`config.mk`:
```
export PLATFORM = sky130hd
export DESIGN_NAME = fetch_pc_unit
export DESIGN_NICKNAME = d
export VERILOG_FILES = /design/src/rtl/fetch_pc_unit_pkg.sv /design/src/rtl/fetch_pc_unit_predecode.sv /design/src/rtl/fetch_pc_unit.sv
export SDC_FILE = /design/constraint.sdc
export NUM_CORES = 1
export LEC_CHECK = 0
export BUFFER_PORTS_ARGS = -buffer_cell sky130_fd_sc_hd__buf_2
export CORE_AREA = 2 2 191 193
export CTS_CLUSTER_SIZE = 14
export DETAILED_ROUTE_END_ITERATION = 10
export DIE_AREA = 0 0 193 195
export PLACE_DENSITY = 0.78
export SLEW_MARGIN = 10
export SYNTH_ARGS = -nofsm -noshare
export SYNTH_HDL_FRONTEND = slang
export SYNTH_SLANG_ARGS = --single-unit
export TNS_END_PERCENT = 5
```
`constraint.sdc`:
```
create_clock -name clock -period 8.32 [get_ports clock]
set_clock_uncertainty 0.1 [all_clocks]
set_input_delay 1.248 -clock clock [delete_from_list [all_inputs] [get_ports clock]]
set_output_delay 1.248 -clock clock [all_outputs]
set_load 0.05 [all_outputs]
```
`src/rtl/fetch_pc_unit_pkg.sv`:
```
// fetch_pc_unit_pkg: opcodes, fetch FSM states and the IF/ID packet shared by
// the fetch PC unit and its predecoder. Optional feature macro: FETCH_BTB_EN.

// Fall back to the standard machine widths when the system header has not
// already provided them.
`ifndef XLEN
`define XLEN 32
`endif
`ifndef WIDTH
`define WIDTH 2
`endif

package fetch_pc_unit_pkg;

  // RV32 major opcodes that redirect control flow.
  localparam logic [6:0] OPC_JAL    = 7'b1101111;
  localparam logic [6:0] OPC_JALR   = 7'b1100111;
  localparam logic [6:0] OPC_BRANCH = 7'b1100011;

  typedef enum logic [1:0] {
    FETCH = 2'd0,
    HOLD  = 2'd1,
    FLUSH = 2'd2
  } FETCH_STATE;

  typedef struct packed {
    logic [31:0]       inst;
    logic [`XLEN-1:0]  pc;
    logic              valid;
    logic              pred_taken;
    logic [`XLEN-1:0]  pred_tpc;
  } IF_ID_packet;

  // Major opcode field of an instruction word.
  function automatic logic [6:0] opcode_of(input logic [31:0] inst);
    return inst[6:0];
  endfunction

endpackage

```
`src/rtl/fetch_pc_unit_predecode.sv`:
```
// predecode: flags control-flow instructions in one fetch slot and computes the
// 12-bit BTB index (word address bits [13:2]) of the static next PC.

module predecode
  import fetch_pc_unit_pkg::*;
(
  input  logic [31:0]      inst,
  input  logic [`XLEN-1:0] pc,
  output logic             branch_en,
  output logic             uncond_en,
  output logic [11:0]      npc
);

  logic [6:0]       opcode;
  logic [`XLEN-1:0] imm_j;
  logic [`XLEN-1:0] imm_b;
  logic [`XLEN-1:0] target;
  logic [`XLEN-1:0] link;
  logic             unused_bits;

  assign opcode = opcode_of(inst);

  // J-type and B-type immediates, sign extended to the full address width.
  assign imm_j = {{(`XLEN-21){inst[31]}}, inst[31], inst[19:12], inst[20], inst[30:21], 1'b0};
  assign imm_b = {{(`XLEN-13){inst[31]}}, inst[31], inst[7], inst[30:25], inst[11:8], 1'b0};

  assign target = pc + ((opcode == OPC_JAL) ? imm_j : imm_b);
  assign link   = pc + `XLEN'(4);

  // Only the BTB index bits of the sums are consumed.
  assign unused_bits = ^{target[`XLEN-1:14], target[1:0], link[`XLEN-1:14], link[1:0]};

  // Classify the opcode and select the static successor index.
  always_comb begin
    branch_en = 1'b0;
    uncond_en = 1'b0;
    npc       = link[13:2];
    case (opcode)
      OPC_JAL: begin
        branch_en = 1'b1;
        uncond_en = 1'b1;
        npc       = target[13:2];
      end
      OPC_JALR: begin
        branch_en = 1'b1;
        uncond_en = 1'b1;
        npc       = link[13:2];
      end
      OPC_BRANCH: begin
        branch_en = 1'b1;
        npc       = target[13:2];
      end
      default: begin
        branch_en = 1'b0;
      end
    endcase
  end

endmodule

```
`src/rtl/fetch_pc_unit.sv`:
```
// fetch_pc_unit: owns the fetch PC, issues I-cache requests, predecodes the
// returned bundle, applies BTB predictions and hands the bundle to decode.
// The bundle is bypassed combinationally in the cycle the response arrives and
// is held in registers while decode stalls. Retire-time redirects bump an
// epoch so responses belonging to the squashed stream are discarded.
// Optional feature macro: FETCH_BTB_EN enables BTB-directed prediction; without
// it every slot is valid and fetch is strictly sequential.

module fetch_pc_unit
  import fetch_pc_unit_pkg::*;
#(
  parameter logic [`XLEN-1:0] RESET_PC = 32'h0,
  parameter int               FQ_TAG_W = 2
) (
  input  logic                          clock,
  input  logic                          reset,
  input  logic                          rob_redirect_en,
  input  logic [`XLEN-1:0]              rob_redirect_pc,
  input  logic [`WIDTH-1:0]             btb_hit,
  input  logic [`WIDTH-1:0][`XLEN-1:0]  btb_tpc,
  input  logic                          mem_valid,
  input  logic [`WIDTH-1:0][31:0]       mem_data,
  input  logic                          dec_stall,
  output logic                          mem_req,
  output logic [`XLEN-1:0]              mem_addr,
  output logic [`WIDTH-1:0][`XLEN-1:0]  fetch_pc,
  output logic [`WIDTH-1:0]             branch_en,
  output logic [`WIDTH-1:0]             uncond_en,
  output logic [`WIDTH-1:0][11:0]       npc,
  output logic [`WIDTH-1:0]             if_valid,
  output logic [`WIDTH-1:0][31:0]       if_inst,
  output logic [`WIDTH-1:0][`XLEN-1:0]  if_pc,
  output logic [`WIDTH-1:0]             if_pred_taken,
  output logic [`WIDTH-1:0][`XLEN-1:0]  if_pred_tpc
);

  localparam logic [`XLEN-1:0] BUNDLE_BYTES = `XLEN'(4 * `WIDTH);

  FETCH_STATE            state_q;
  logic [`XLEN-1:0]      pc_q;
  logic [`XLEN-1:0]      hold_npc_q;
  logic [FQ_TAG_W-1:0]   epoch_q;
  logic [FQ_TAG_W-1:0]   req_tag_q;
  logic [FQ_TAG_W-1:0]   resp_tag;
  IF_ID_packet           hold_pkt_q [`WIDTH];
  IF_ID_packet           live_pkt   [`WIDTH];
  IF_ID_packet           out_pkt    [`WIDTH];

  logic [`WIDTH-1:0]     taken_vec;
  logic [`WIDTH-1:0]     taken_oh;
  logic [`WIDTH-1:0]     valid_mask;
  logic                  any_taken;
  logic [`XLEN-1:0]      taken_tpc;
  logic [`XLEN-1:0]      seq_npc;
  logic [`XLEN-1:0]      next_pc_d;
  logic                  accept;
  logic                  show_live;
  logic                  show_hold;

`ifdef FETCH_BTB_EN
  // A slot redirects fetch only when predecode sees control flow and the BTB hits.
  assign taken_vec = branch_en & btb_hit;
`else
  logic unused_btb;
  assign unused_btb = ^btb_hit;
  assign taken_vec  = '0;
`endif

  // Find the first taken slot; it and everything before it stay valid.
  always_comb begin
    any_taken  = 1'b0;
    taken_oh   = '0;
    valid_mask = '0;
    taken_tpc  = '0;
    for (int i = 0; i < `WIDTH; i++) begin
      if (!any_taken) begin
        valid_mask[i] = 1'b1;
        if (taken_vec[i]) begin
          any_taken   = 1'b1;
          taken_oh[i] = 1'b1;
          taken_tpc   = btb_tpc[i];
        end
      end
    end
  end

  // Sequential successor wraps naturally at the top of the address space.
  assign seq_npc   = pc_q + BUNDLE_BYTES;
  assign next_pc_d = any_taken ? taken_tpc : seq_npc;

  // A request issued this cycle carries the live epoch; with no request
  // outstanding the response belongs to whatever was issued last, which after a
  // redirect is always the previous epoch.
  assign resp_tag = (state_q == FETCH) ? epoch_q : req_tag_q;

  assign accept    = !reset && !rob_redirect_en && mem_valid &&
                     (state_q != HOLD) && (resp_tag == epoch_q);
  assign show_live = accept;
  assign show_hold = !reset && !rob_redirect_en && (state_q == HOLD);

  assign mem_req  = !reset && !rob_redirect_en && (state_q == FETCH);
  assign mem_addr = reset ? '0 : pc_q;

  for (genvar gi = 0; gi < `WIDTH; gi++) begin : g_slot
    assign fetch_pc[gi] = pc_q + `XLEN'(4 * gi);

    predecode u_predecode (
      .inst      (mem_data[gi]),
      .pc        (fetch_pc[gi]),
      .branch_en (branch_en[gi]),
      .uncond_en (uncond_en[gi]),
      .npc       (npc[gi])
    );

    assign live_pkt[gi] = '{
      inst:       mem_data[gi],
      pc:         fetch_pc[gi],
      valid:      valid_mask[gi],
      pred_taken: taken_oh[gi],
      pred_tpc:   taken_oh[gi] ? btb_tpc[gi] : (fetch_pc[gi] + `XLEN'(4))
    };

    // Fresh response bypasses the hold register; otherwise show the held copy.
    assign out_pkt[gi] = show_live ? live_pkt[gi] :
                         (show_hold ? hold_pkt_q[gi] : '0);

    assign if_valid[gi]      = out_pkt[gi].valid;
    assign if_inst[gi]       = out_pkt[gi].inst;
    assign if_pc[gi]         = out_pkt[gi].pc;
    assign if_pred_taken[gi] = out_pkt[gi].pred_taken;
    assign if_pred_tpc[gi]   = out_pkt[gi].pred_tpc;
  end

  // Fetch FSM: reset beats redirect, redirect beats stall and responses.
  always_ff @(posedge clock) begin
    if (reset) begin
      state_q    <= FETCH;
      pc_q       <= RESET_PC;
      epoch_q    <= '0;
      req_tag_q  <= '0;
      hold_npc_q <= '0;
      for (int i = 0; i < `WIDTH; i++) begin
        hold_pkt_q[i] <= '0;
      end
    end else if (rob_redirect_en) begin
      state_q   <= FLUSH;
      pc_q      <= rob_redirect_pc;
      req_tag_q <= epoch_q;
      epoch_q   <= epoch_q + 1'b1;
      for (int i = 0; i < `WIDTH; i++) begin
        hold_pkt_q[i] <= '0;
      end
    end else begin
      case (state_q)
        FETCH: begin
          req_tag_q <= epoch_q;
          if (accept) begin
            if (dec_stall) begin
              state_q    <= HOLD;
              hold_npc_q <= next_pc_d;
              for (int i = 0; i < `WIDTH; i++) begin
                hold_pkt_q[i] <= live_pkt[i];
              end
            end else begin
              pc_q <= next_pc_d;
            end
          end
        end
        HOLD: begin
          if (!dec_stall) begin
            state_q <= FETCH;
            pc_q    <= hold_npc_q;
          end
        end
        FLUSH: begin
          state_q <= FETCH;
        end
        default: begin
          state_q <= FETCH;
        end
      endcase
    end
  end

endmodule
```
[After elaboration in Yosys (flattened, before gate mapping)]
Memory sizes are Yosys's and may differ from the RTL's.
Index checks and enable logic that the tools add are counted.
Widths: inputs -> output; s select.
Cells by class
  $add $sub $neg: 6
  eq/ne operators: 16
  multiplexer cells: 40
  bitwise gates (word level): 5
  reduce and logical (&&, ||, !) cells: 21
Operators by type and width (number)
  $mux 98: 4
  $mux 97: 4
  $mux 32: 5
  $add 32x3->32 const B: 2
  $pmux 32 s2: 1
  $eq 7x7->1 const B: 6
  $add 32x4->32 const B: 1
  $add 14x14->14: 2
  $mux 14: 2
  $mux 12: 2
  $mux 1: 15
  $mux 2: 6
  $ne 3x3->1 const B: 4
  $reduce_or 2->1: 5
  $reduce_and 4->1: 2
  $logic_and 1x1->1: 6
  $ne 2x2->1 const B: 3
  $reduce_and 3->1: 2
  $reduce_or 3->1: 2
  $or 1x1->1: 4
  $pmux 2 s2: 1
  $reduce_bool 3->1: 1
  $add 2x1->2 const B: 1
  $eq 2x1->1 const B: 1
  5 further kinds: 6
Storage, ports and cells
  register bits after elaboration: 70
  RAM bits: 194
  bits of input ports: 167
  word-level logic and storage cells: 95
  memories: 1
Memory list
  hold_pkt_q: words 2, bits a word 97, rd ports 2, clocked after Yosys merged registers in 0, wr ports 2, RTL line fetch_pc_unit.sv:45  | IF_ID_packet hold_pkt_q [`WIDTH];

[Logic depth before layout (Yosys ltp)]
  depth after elaboration: 11
  gate-level depth with buffers: 14
  gate-level depth less buffers: 13

[By module]
A second synthesis with hierarchy kept.
Second synthesis, totals
  cells, all modules: 1670
  area, all modules: 15264.6 um^2
Modules (own cells, without submodules)
  fetch_pc_unit: times used 1, cells each 1380, area each 13142.6 um^2
  predecode: times used 2, cells each 145, area each 1061.0 um^2

[Worst setup path before layout]
OpenSTA, ideal clock, no wires.
  path kind: input to register
  start point: input port rob_redirect_en
  end point: memory hold_pkt_q[0][100] (netlist name) (enable)
  setup time: 1.300 ns
  arrival: 5.055 ns
  slack: 1.865 ns
  stages on the path: 8
  path buffers: 3
  cell sequence: clkbuf_1 nor2_1 nand2_1 nor2_1 nand4b_1 clkbuf_1 clkbuf_1 nand2_1
RTL lines
  from (decl): RTL line fetch_pc_unit.sv:17  | input logic rob_redirect_en,
  to (decl): RTL line fetch_pc_unit.sv:45

==> reports/metrics.yaml <==
clock_tree:
  cts_tree: "done"
  postCtsSetupBuffers: 0
  h-tree-depth: 1
  cts_hold_buf: 0
  clock_sinks: 226
  cts_resized: 0
  clk_latency_ps: 550
  clk_pin_slew_worst_paths_ps: 70
  clockBufferDepth: 3
  clock-root-buffer: "clkbuf_16"
  cts-buffers-inserted: 27
sta:
  max_slew.worst_pin.slew_ps: 1250
  setup_viol: 0
  setup_tns_ps: 0
  worst_slack_ps: 1940
  finalCriticalPeriod_ps: 6380
  rsz0062_at_grt: "no"
  slew_headroom_pct: 16.3
  fmax_mhz: 157
  hold_viol_final: 0
  slew_viol_final: 0
  period_share_pct: 76.7
setup_path:
  crit_top_cell: "buf_2"
  max_stage_delay_ps: 570
  worstPathArrival_ps: 5030
  required_ps: 6970
  slowest_stage: "nor2_1"
  critPathTopFamily: "simple AND/OR/NAND/NOR gates"
  crit_path_cell_trace: "buf_2 -> nand3b_1 -> nor2_1 -> mux2_2 -> ha_1 -> or3_1 -> nor3b_1 -> nor3_1 -> a211oi_1 -> a21oi_1 -> xnor2_1 -> mux2i_1 -> buf_2"
  crit_path_max_fanout: 7
  path_buf_inv: 2
  worstSetupPathType: "primary input to primary output"
  critPathLaunchType: "primary input"
  crit_path_end_kind: "primary output"
drt:
  drtIter0Drc: 963
  wl_per_cell_microns: 21.5
  vias: 12800
  first_pass_iters: 5
  ant_nets: 0
  drc_errors: 0
  post_drt_via_cell_ratio: 5.57
  wirelength_microns: 49300
yosys:
  yosysTopAreaCellShare_pct: 33.3
  synth_common_cells: "160 x nor2_1, 156 x edfxtp_1, 113 x a22o_1"
  synth-main-ff-cell: "edfxtp_1"
  synthArstFlopShare_pct: 0
  syn_inst: 1512
  netlist_area_sq_mm: 0.0141
  postSynthAreaPerCell_sq_um: 9.32
  yosys_warnings: 0
  synth_cell_types: 65
  synth-edff-count: 156
  synth_area_leaders: "edfxtp_1 33%, dfxtp_1 9.9%, a22o_1 7.0%"
  ys_seq_area_share_pct: 43.2
  yosysMostFrequentCell: "nor2_1"
  ys_ff_latch: 226
  synth_top_area_cell: "edfxtp_1"
placed_design:
  portBuffers: 419
  pre_cts_slack_ps: 2080
  gp_congestion: 0.903
  hpwl_microns: 33700
power_and_ir_drop:
  power_frac_clock_pct: 38.8
  ir_drop_uv: 146
  switching_share_pct: 32.8
  internal-power_uw: 2180
  powerDensity_mw_per_mm2: 190
  comb_power_share_pct: 20.5
  p_leak_uw: 0.00764
  seq_power_share_pct: 40.7
  p_sw_uw: 1060
grt:
  grt_pass1_vias: 12200
  grt_overflow_total: 0
  antenna_found_initial: 3
  grt_max_degree: 157
  grt_pass1_wl_microns: 72700
  grt_util_all_layers_pct: 25.1
run:
  cap_violations: 0
floorplanning:
  start_util_pct: 39.8
  core_sq_mm: 0.0354
  ios: 488
  die-area_sq_mm: 0.0376
  num_rows: 69
  die_w_microns: 193
  die_h_microns: 195
hold_path:
  holdCritPathClass: "flop to flop"
run_status:
  status: "complete, no violations"
layout:
  syn_to_final_growth_pct: 21.0
  fillers: 3285
  nNetsFinal: 2002
  drive_gt1_share_pct: 29.2
  fin_util_pct: 48.2
[power by group through the flow]
stage               Combinational (uW)  Clock (uW)  Sequential, uW
CTS                                662        1280            1320
floorplan                          471           0            1340
finish                             664        1260            1320
global placement                   651           0            1340
detailed placement                 660           0            1340
global route                       704        1320            1330
[cells in the final DEF (no fill, tap or decap), types with 7 or more instances in the layout]
cell and instances:
a211oi_1 58, a21oi_1 55, a22o_1 113, a31oi_1 7
and2_1 112, and3_1 9, buf_2 419, buf_4 17
clkbuf_16 28, dfxtp_1 70, edfxtp_1 156, ha_1 26
inv_1 40, mux2_2 15, mux2i_1 18, nand2_1 91
nand3_1 49, nand4_1 17, nor2_1 159, nor2b_1 34
nor3_1 27, nor4_1 9, o21ai_0 81, xnor2_1 72
xor2_1 31
[state kept, by name, summed over array words and instances, names as in the netlist]
register and cells:
epoch_q 2, hold_pkt_q 156, pc_q 32, state_q 2
req_tag_q 2, hold_npc_q 32
[worst paths after layout]
kind,start,to,slack [ps],cells after the start
worst max register to register,pc_q[3]$_SDFFE_PP0P_,hold_pkt_q[0][125]$_SDFFCE_PN0P_,4000,9
worst min register to register,hold_npc_q[0]$_SDFFE_PP0P_,hold_npc_q[0]$_SDFFE_PP0P_,360,2
worst min-delay path,hold_npc_q[0]$_SDFFE_PP0P_,hold_npc_q[0]$_SDFFE_PP0P_,360,2
worst max-delay path,mem_data[4],npc[10],1940,13
[metrics by stage]
step	cells	power [uW]	area, sq um	hold slack (ps)
final	2292	3240	17000	359
after global routing	2290	3350	17000	393
after CTS	2289	3270	17000	363
after detailed placement	2239	2000	16100	351
after global placement	2239	1990	16100	342
after floorplan	1513	1810	14100	336
[kinds of logic (layout without fill, tap and decap cells)]
| kind of cell | Yosys count | count (layout) | synth area share, % |
|---|---|---|---|
| xor gates and xnor gates | 105 | 105 | 6.63 |
| other | 1 | 5 | 0.0266 |
| buffers and inverters | 217 | 532 | 7.34 |
| DFF | 226 | 226 | 43.2 |
| AOI/OAI and AO/OA | 344 | 344 | 16.9 |
| and+or+nand+nor | 558 | 558 | 20.8 |
| muxes | 33 | 33 | 2.48 |
| adders and majority gates | 28 | 28 | 2.59 |
[layout make-up]
cell class              instances  area [sq um]  area share (%)
multi-input cells            1070          7000            41.0
flip-flops and latches        226          6090            35.7
repair buffers                439          2280            13.4
clock buffers                  32           716            4.20
well taps                     461           577            3.38
clock inverters                18           218            1.28
inverters                      43           161           0.947
diodes                          3          7.51          0.0440
[tightest hold or removal path, cell delays in order, from the launching register on]
cell	delay (ps)
dfxtp_1	310
nand2_1	50
a21oi_1	50
[per-layer routing]
| metal | share of wire, % | track usage, % |
|---|---|---|
| met5 | 0 | 0 |
| met3 | 7.5 | 4.51 |
| met2 | 47 | 41.3 |
| met1 | 42 | 32.9 |
| met4 | 3.6 | 9.26 |
(Power assumes the default switching activity.)
